--- config.mk ---
export PLATFORM = sky130hd
export DESIGN_NAME = nurse_call_arbiter
export DESIGN_NICKNAME = d
export VERILOG_FILES = /design/src/rtl/nurse_call_arbiter.sv
export SDC_FILE = /design/constraint.sdc
export NUM_CORES = 1
export LEC_CHECK = 0
export ABC_AREA = 1
export BUFFER_PORTS_ARGS = -buffer_cell sky130_fd_sc_hd__buf_2
export CORE_ASPECT_RATIO = 2
export CORE_MARGIN = 8
export CORE_UTILIZATION = 30
export CTS_BUF_LIST = sky130_fd_sc_hd__clkbuf_2 sky130_fd_sc_hd__clkbuf_4 sky130_fd_sc_hd__clkbuf_8
export DETAILED_ROUTE_END_ITERATION = 10
export SLEW_MARGIN = 20
export SYNTH_ARGS = -nofsm -noshare
export SYNTH_HDL_FRONTEND = slang
export SYNTH_SLANG_ARGS = --single-unit
export TNS_END_PERCENT = 100
--- constraint.sdc ---
create_clock -name clk -period 2.7 [get_ports clk]
set_input_delay 0 -clock clk [delete_from_list [all_inputs] [get_ports clk]]
set_output_delay 0 -clock clk [all_outputs]
set_load 0.05 [all_outputs]
--- src/rtl/nurse_call_arbiter.sv ---
// Nurse-call scheduler: latches bed call edges and presents one pending call at a time, with a wait alarm.
// Optional round-robin arbitration is enabled by defining NURSE_CALL_RR_EN; fixed priority (bed 0 first) otherwise.
module nurse_call_arbiter #(
    parameter int unsigned N_BEDS  = 3,
    parameter int unsigned ID_W    = 2,
    parameter int unsigned TIMEOUT = 1000,
    parameter int unsigned CNT_W   = 8
) (
    input  logic              clk,
    input  logic              rst,
    input  logic [N_BEDS-1:0] call,
    input  logic              ack,
    output logic [N_BEDS-1:0] led,
    output logic              serve_valid,
    output logic [ID_W-1:0]   serve_id,
    output logic              alarm,
    output logic [CNT_W-1:0]  served_cnt
);

    localparam int unsigned WC_W = $clog2(TIMEOUT + 1);

    typedef enum logic {IDLE, GRANT} state_t;

    state_t            state, state_nxt;
    logic [N_BEDS-1:0] call_d;
    logic [N_BEDS-1:0] pending;
    logic [N_BEDS-1:0] rise;
    logic [N_BEDS-1:0] clr;
    logic [WC_W-1:0]   wait_cnt;
    logic [ID_W-1:0]   pick;
    logic [ID_W-1:0]   last_ptr;
    logic              done;

    // First pending bed strictly after ptr, wrapping; ptr itself is examined last.
    function automatic logic [ID_W-1:0] pick_fn(input logic [N_BEDS-1:0] req,
                                                 input logic [ID_W-1:0]   ptr);
        logic [ID_W-1:0]   r;
        logic              found;
        logic [N_BEDS-1:0] sh;
        int unsigned       idx;
        r     = '0;
        found = 1'b0;
        for (int unsigned i = 1; i <= N_BEDS; i++) begin
            idx = 32'(ptr) + i;
            if (idx >= N_BEDS) idx = idx - N_BEDS;
            sh = req >> idx;
            if (!found && sh[0]) begin
                r     = ID_W'(idx);
                found = 1'b1;
            end
        end
        return r;
    endfunction

`ifdef NURSE_CALL_RR_EN
    always_ff @(posedge clk or negedge rst) begin
        if (!rst)      last_ptr <= '0;
        else if (done) last_ptr <= serve_id;
    end
`else
    // Fixed priority is the same search with the pointer parked on the last bed.
    assign last_ptr = ID_W'(N_BEDS - 1);
`endif

    assign pick = pick_fn(pending, last_ptr);
    assign rise = call & ~call_d;
    assign clr  = done ? (N_BEDS'(1) << serve_id) : '0;
    assign led  = pending;

    always_ff @(posedge clk or negedge rst) begin
        if (!rst) state <= IDLE;
        else      state <= state_nxt;
    end

    always_comb begin
        state_nxt   = state;
        serve_valid = 1'b0;
        done        = 1'b0;
        case (state)
            IDLE: begin
                if (|pending) state_nxt = GRANT;
            end
            GRANT: begin
                serve_valid = 1'b1;
                if (ack) begin
                    done      = 1'b1;
                    state_nxt = IDLE;
                end
            end
            default: state_nxt = IDLE;
        endcase
    end

    always_ff @(posedge clk or negedge rst) begin
        if (!rst) begin
            call_d     <= '0;
            pending    <= '0;
            serve_id   <= '0;
            wait_cnt   <= '0;
            alarm      <= 1'b0;
            served_cnt <= '0;
        end else begin
            call_d  <= call;
            pending <= (pending & ~clr) | rise;
            if (state == IDLE) begin
                wait_cnt <= '0;
                alarm    <= 1'b0;
                if (|pending) serve_id <= pick;
            end else if (ack) begin
                wait_cnt   <= '0;
                alarm      <= 1'b0;
                served_cnt <= served_cnt + CNT_W'(1);
            end else begin
                // Alarm is set on the same edge that brings wait_cnt to TIMEOUT.
                if (wait_cnt != WC_W'(TIMEOUT))     wait_cnt <= wait_cnt + WC_W'(1);
                if (wait_cnt == WC_W'(TIMEOUT - 1)) alarm    <= 1'b1;
            end
        end
    end

endmodule

# [After elaboration in Yosys (flattened, before gate mapping)]
# Cells that the tools add are included.
[word_totals] reg_bits=28 input_bits=6 output_inout_bits=15 elab_cells=44
[classes] n_addsub=2 n_eq_ne=4 shifts=1 mux=17 n_bitwise=6 n_reduce_logical=7
[ops] operator="two-way mux 10 bit" count=3
[ops] operator="two-way mux 1 bit" count=11
[ops] operator="adder 10 x 1 -> 10 bit, second input constant" count=1
[ops] operator="equality test 10 bit, second input constant" count=1
[ops] operator="!= test 10 bit, second input constant" count=1
[ops] operator="adder 8 x 1 -> 8 bit, second input constant" count=1
[ops] operator="AND 3 bit" count=2
[ops] operator="!= test 3 x 2 -> 1 bit, second input constant" count=2
[ops] operator="inverter 3 bit" count=2
[ops] operator="AND reduction 2 bit" count=2
[ops] operator="two-way mux 3 bit" count=1
[ops] operator="bitwise OR 3 bit" count=1
[ops] operator="OR reduction 3 bit" count=1
[ops] operator="<< shifter 1 x 2 -> 3 bit, first input constant" count=1
[ops] operator="logical AND 1 bit" count=2
[ops] operator="zero test 1 bit" count=2
[ops] operator="two-way mux 2 bit" count=1
[ops] operator="case mux 1 bit (2 select lines)" count=1
[ops] operator="inverter 1 bit" count=1

# [Depth between registers and ports, before layout]
[logic_depth] depth_word=7 ltp_mapped=8

# [Worst setup path after synthesis]
# No wires, ideal clock.
[synth_timing] path_type="register -> register" start="register served_cnt[1]" end="register served_cnt[6]" setup_time_ns=0.123 t_arrival_ns=1.343 t_required_ns=2.577 setup_slack_ns=1.234 path_stages_with_launch=7 cell_sequence="dfrtp_1 -> ha_1 -> inv_1 -> nor2_4 -> nand3_2 -> o21ai_0 -> nand2_1"
[synth_between] elab_chain_len=1
[synth_lines] element="from (decl)" line_no="17" source="output logic [CNT_W-1:0] served_cnt"
[synth_lines] element="from (signal assigned)" line_no="112" source="served_cnt <= served_cnt + CNT_W'(1);"
[synth_lines] element="adder 8 x 1 -> 8 bit" line_no="112"
# Every way passes these cells.
# A chain may end at the register's enable or synchronous reset.

# [Worst setup path after layout]
[layout_timing] start="register wait_cnt[0]" end="register wait_cnt[1]"
[layout_between] elab_chain_len=4
[layout_lines] element="from (decl)" line_no="29" source="logic [WC_W-1:0] wait_cnt;"
[layout_lines] element="from (signal assigned)" line_no="115" source="if (wait_cnt != WC_W'(TIMEOUT)) wait_cnt <= wait_cnt + WC_W'(1);"
[layout_lines] element="adder 10 x 1 -> 10 bit" line_no="115"
[layout_lines] element="two-way mux 10 bit" line_no="115"
[layout_lines] element="two-way mux 10 bit" line_no="109" source="end else if (ack) begin"
[layout_lines] element="two-way mux 10 bit" line_no="105" source="if (state == IDLE) begin"
# Several ways; a longest one is shown, not always the timed one. The select of a mux whose other input is x is not followed.

==> impl_metrics.tcl <==
set metrics [dict create \
    synthDominantCellAreaShare_pct 51.3 \
    cts-root-buf "clkbuf_8" \
    hold_viol_final 0 \
    io_pins 21 \
    endpoint_kind "register" \
    numCtsBuffers 3 \
    place_ws_ns 1.32 \
    p_clk_share_pct 16.8 \
    dp_hpwl_mm 2.06 \
    grtUsageMet1_pct 10.4 \
    multi_input_area_sq_um 558 \
    area_delta_synth_final_pct 19.0 \
    yosys_warnings 0 \
    ff_latch_area_sq_um 701 \
    holdPathStages 4 \
    start_util_pct 30.3 \
    cts_tree "done" \
    maxSlewHeadroom_pct 58.2 \
    cts_resized 0 \
    yosysTopAreaCell "dfrtp_1" \
    crit_slowest_cell "dfrtp_1" \
    clkLatencyLatePin_ns 0.27 \
    coreArea_sq_um 4510 \
    fin_nets 207 \
    grt_pass1_wl_mm 5.12 \
    route.detailed.drc 0 \
    finalMaxSlewViolations 0 \
    reg2reg_to "wait_cnt[1]" \
    routed_via_density 4.46 \
    critPathKind "reg -> reg" \
    mostFrequentLayoutCells "nand2_1 (39), dfrtp_1 (28), nor2_1 (27), inv_1 (25), buf_2 (20)" \
    combPwrFrac_pct 42.5 \
    period_share_pct 52.0 \
    synth_area_leaders "dfrtp_1 (51%), nand2_1 (11%), nor2_1 (7.4%), inv_1 (6.9%), nand3_1 (4.0%)" \
    grt_max_degree 29 \
    syn-num-nets 179 \
    cell_internal_pwr_uw 809 \
    syn_area_sq_um 1370 \
    drt_iter0_drc 44 \
    hp-class "in -> reg" \
    crit_required_ns 2.87 \
    postSynthCellCount 170 \
    power_density_nw_per_um2 952 \
    finalWorstSetupSlack_ns 1.30 \
    place_congestion 0.770 \
    cts_hold_buf 4 \
    cap_violations 0 \
    grt_use_met3_pct 2.91 \
    ys_seq_area_share_pct 51.3 \
    fin_setup_tns_ns 0 \
    crit_fanout 6 \
    switching_share_pct 47.7 \
    r2r-start "wait_cnt[0]" \
    drive_gt1_share_pct 16.8 \
    synthDistinctLibCells 22 \
    worstRegToRegCells 7 \
    postSynthAreaPerCell_sq_um 8.03 \
    antenna_cells 0 \
    status "completed" \
    hold-worst-slack_ns 0.0352 \
    io_buffers 20 \
    cp.arrival_ns 1.58 \
    die_x_um 63.7 \
    grt.busiest_layer "met2" \
    max_stage_delay_ns 0.45 \
    die_h_um 111 \
    postCtsSetupRepairBufs 0 \
    worst_pin_slew_ns 0.627 \
    crit_chain "inv_1 > ha_1 > inv_1 > nor3_1 > nand3_1 > nand2_1 > nand2_1" \
    critPathLaunchType "register" \
    post-route-util_pct 36.0 \
    grt_util_met2_pct 13.4 \
    vdd_drop_max_mv 0.677 \
    htreeDepth 1 \
    p_leak_nw 0.775 \
    fillers 473 \
    yosys_register_bits 28 \
    firstDrtPassIters 4 \
    finClkSkew_ns 0.00123 \
    grt_setup_unrepaired "false" \
    grt_pass1_vias 1232 \
    grt_usage_pct 8.34 \
    antenna_left 0 \
    drt_wl_total_mm 2.72 \
    max_freq_mhz 712 \
    cts_sinks 28 \
    clk_pin_slew_ns 0.09 \
    power_switching_uw 737 \
    min_to "wait_cnt[2]" \
    grt-ovfl-total 0 \
    setup_viol 0 \
    clock_path_buffers 2 \
    rows 35 \
    num_vias 1123 \
    final_common_cell "nand2_1" \
    routedWlPerCell_um 10.8 \
    min-delay-start "ack" \
    rrSetupSlack_ns 1.30 \
    die_area_sq_um 7100 \
    seqPwrFrac_pct 40.7 \
    antenna_found_initial 0 \
    min_period_ns 1.40 \
]
synthesized netlist by cell type (all sizes together):
cell / count
inv: 27
o2bb2ai: 1
buf: 1
ha: 3
nand4: 4
xnor2: 1
dfrtp: 28
xor2: 2
nor2: 30
a21oi: 8
o22ai: 1
nand3: 12
or2: 1
o21ai: 8
nor3: 3
nand2: 40
area by class of cell:
cell class / instances / area share, %
well taps: 55 / 4.24
clock buffers: 4 / 3.39
inverters: 27 / 6.24
flip-flops and latches: 28 / 43.1
repair buffers: 24 / 8.63
multi-input cells: 114 / 34.4
per-layer routing:
layer  up-vias  share of wire (%)
li1        581                  -
met1       524                 47
met2        18                 47
met3         0                5.7
met4         0                  0
met5         -                  0
per-stage QoR:
stage                     power (mW)  std cells  cell area (sq um)
after floorplan                 1.13        170               1370
after global routing            1.66        252               1620
final                           1.55        252               1620
after detailed placement        1.30        244               1530
after CTS                       1.57        252               1620
after global placement          1.30        244               1530
worst max-delay path, delay by kind of cell, from the launching register on:
family,cells,cell delay [ns]
simple gates,4,0.54
buf+inv,2,0.17
flops,1,0.45
fa+ha+maj,1,0.15
flip-flops by register name, summed over array words and instances, names as in the netlist:
| name | cells |
|---|---|
| alarm | 1 |
| wait_cnt | 10 |
| served_cnt | 8 |
| serve_id | 2 |
| state | 1 |
| call_d | 3 |
| led | 3 |
logic make-up (layout without fill, tap and decap cells):
logic type      count (synthesis)  after routing  share of synthesized area [%]
fa+ha+maj                       3              3                           2.75
buf+inv                        28             55                           7.79
simple gates                   90             90                           29.2
xor+xnor                        3              3                           1.93
flops                          28             28                           51.3
compound gates                 18             18                           6.97
worst max-delay path by stage:
stage,startpoint,to,slack (ns),cells past startpoint
after floorplan,served_cnt[1],served_cnt[6],1.23,6
after global placement,wait_cnt[0],wait_cnt[1],1.35,7
after detailed placement,wait_cnt[0],wait_cnt[1],1.32,7
after CTS,wait_cnt[0],wait_cnt[1],1.30,7
after global routing,wait_cnt[0],wait_cnt[1],1.03,7
final,wait_cnt[0],wait_cnt[1],1.30,7
power by group through the flow:
stage	registers, mW	clock network (mW)	logic (mW)
after floorplan	0.912	0	0.219
after global placement	0.636	0	0.660
after detailed placement	0.641	0	0.663
after CTS	0.634	0.268	0.667
after global routing	0.651	0.283	0.729
final	0.630	0.259	0.657
Power figures use the tool's default switching activity.
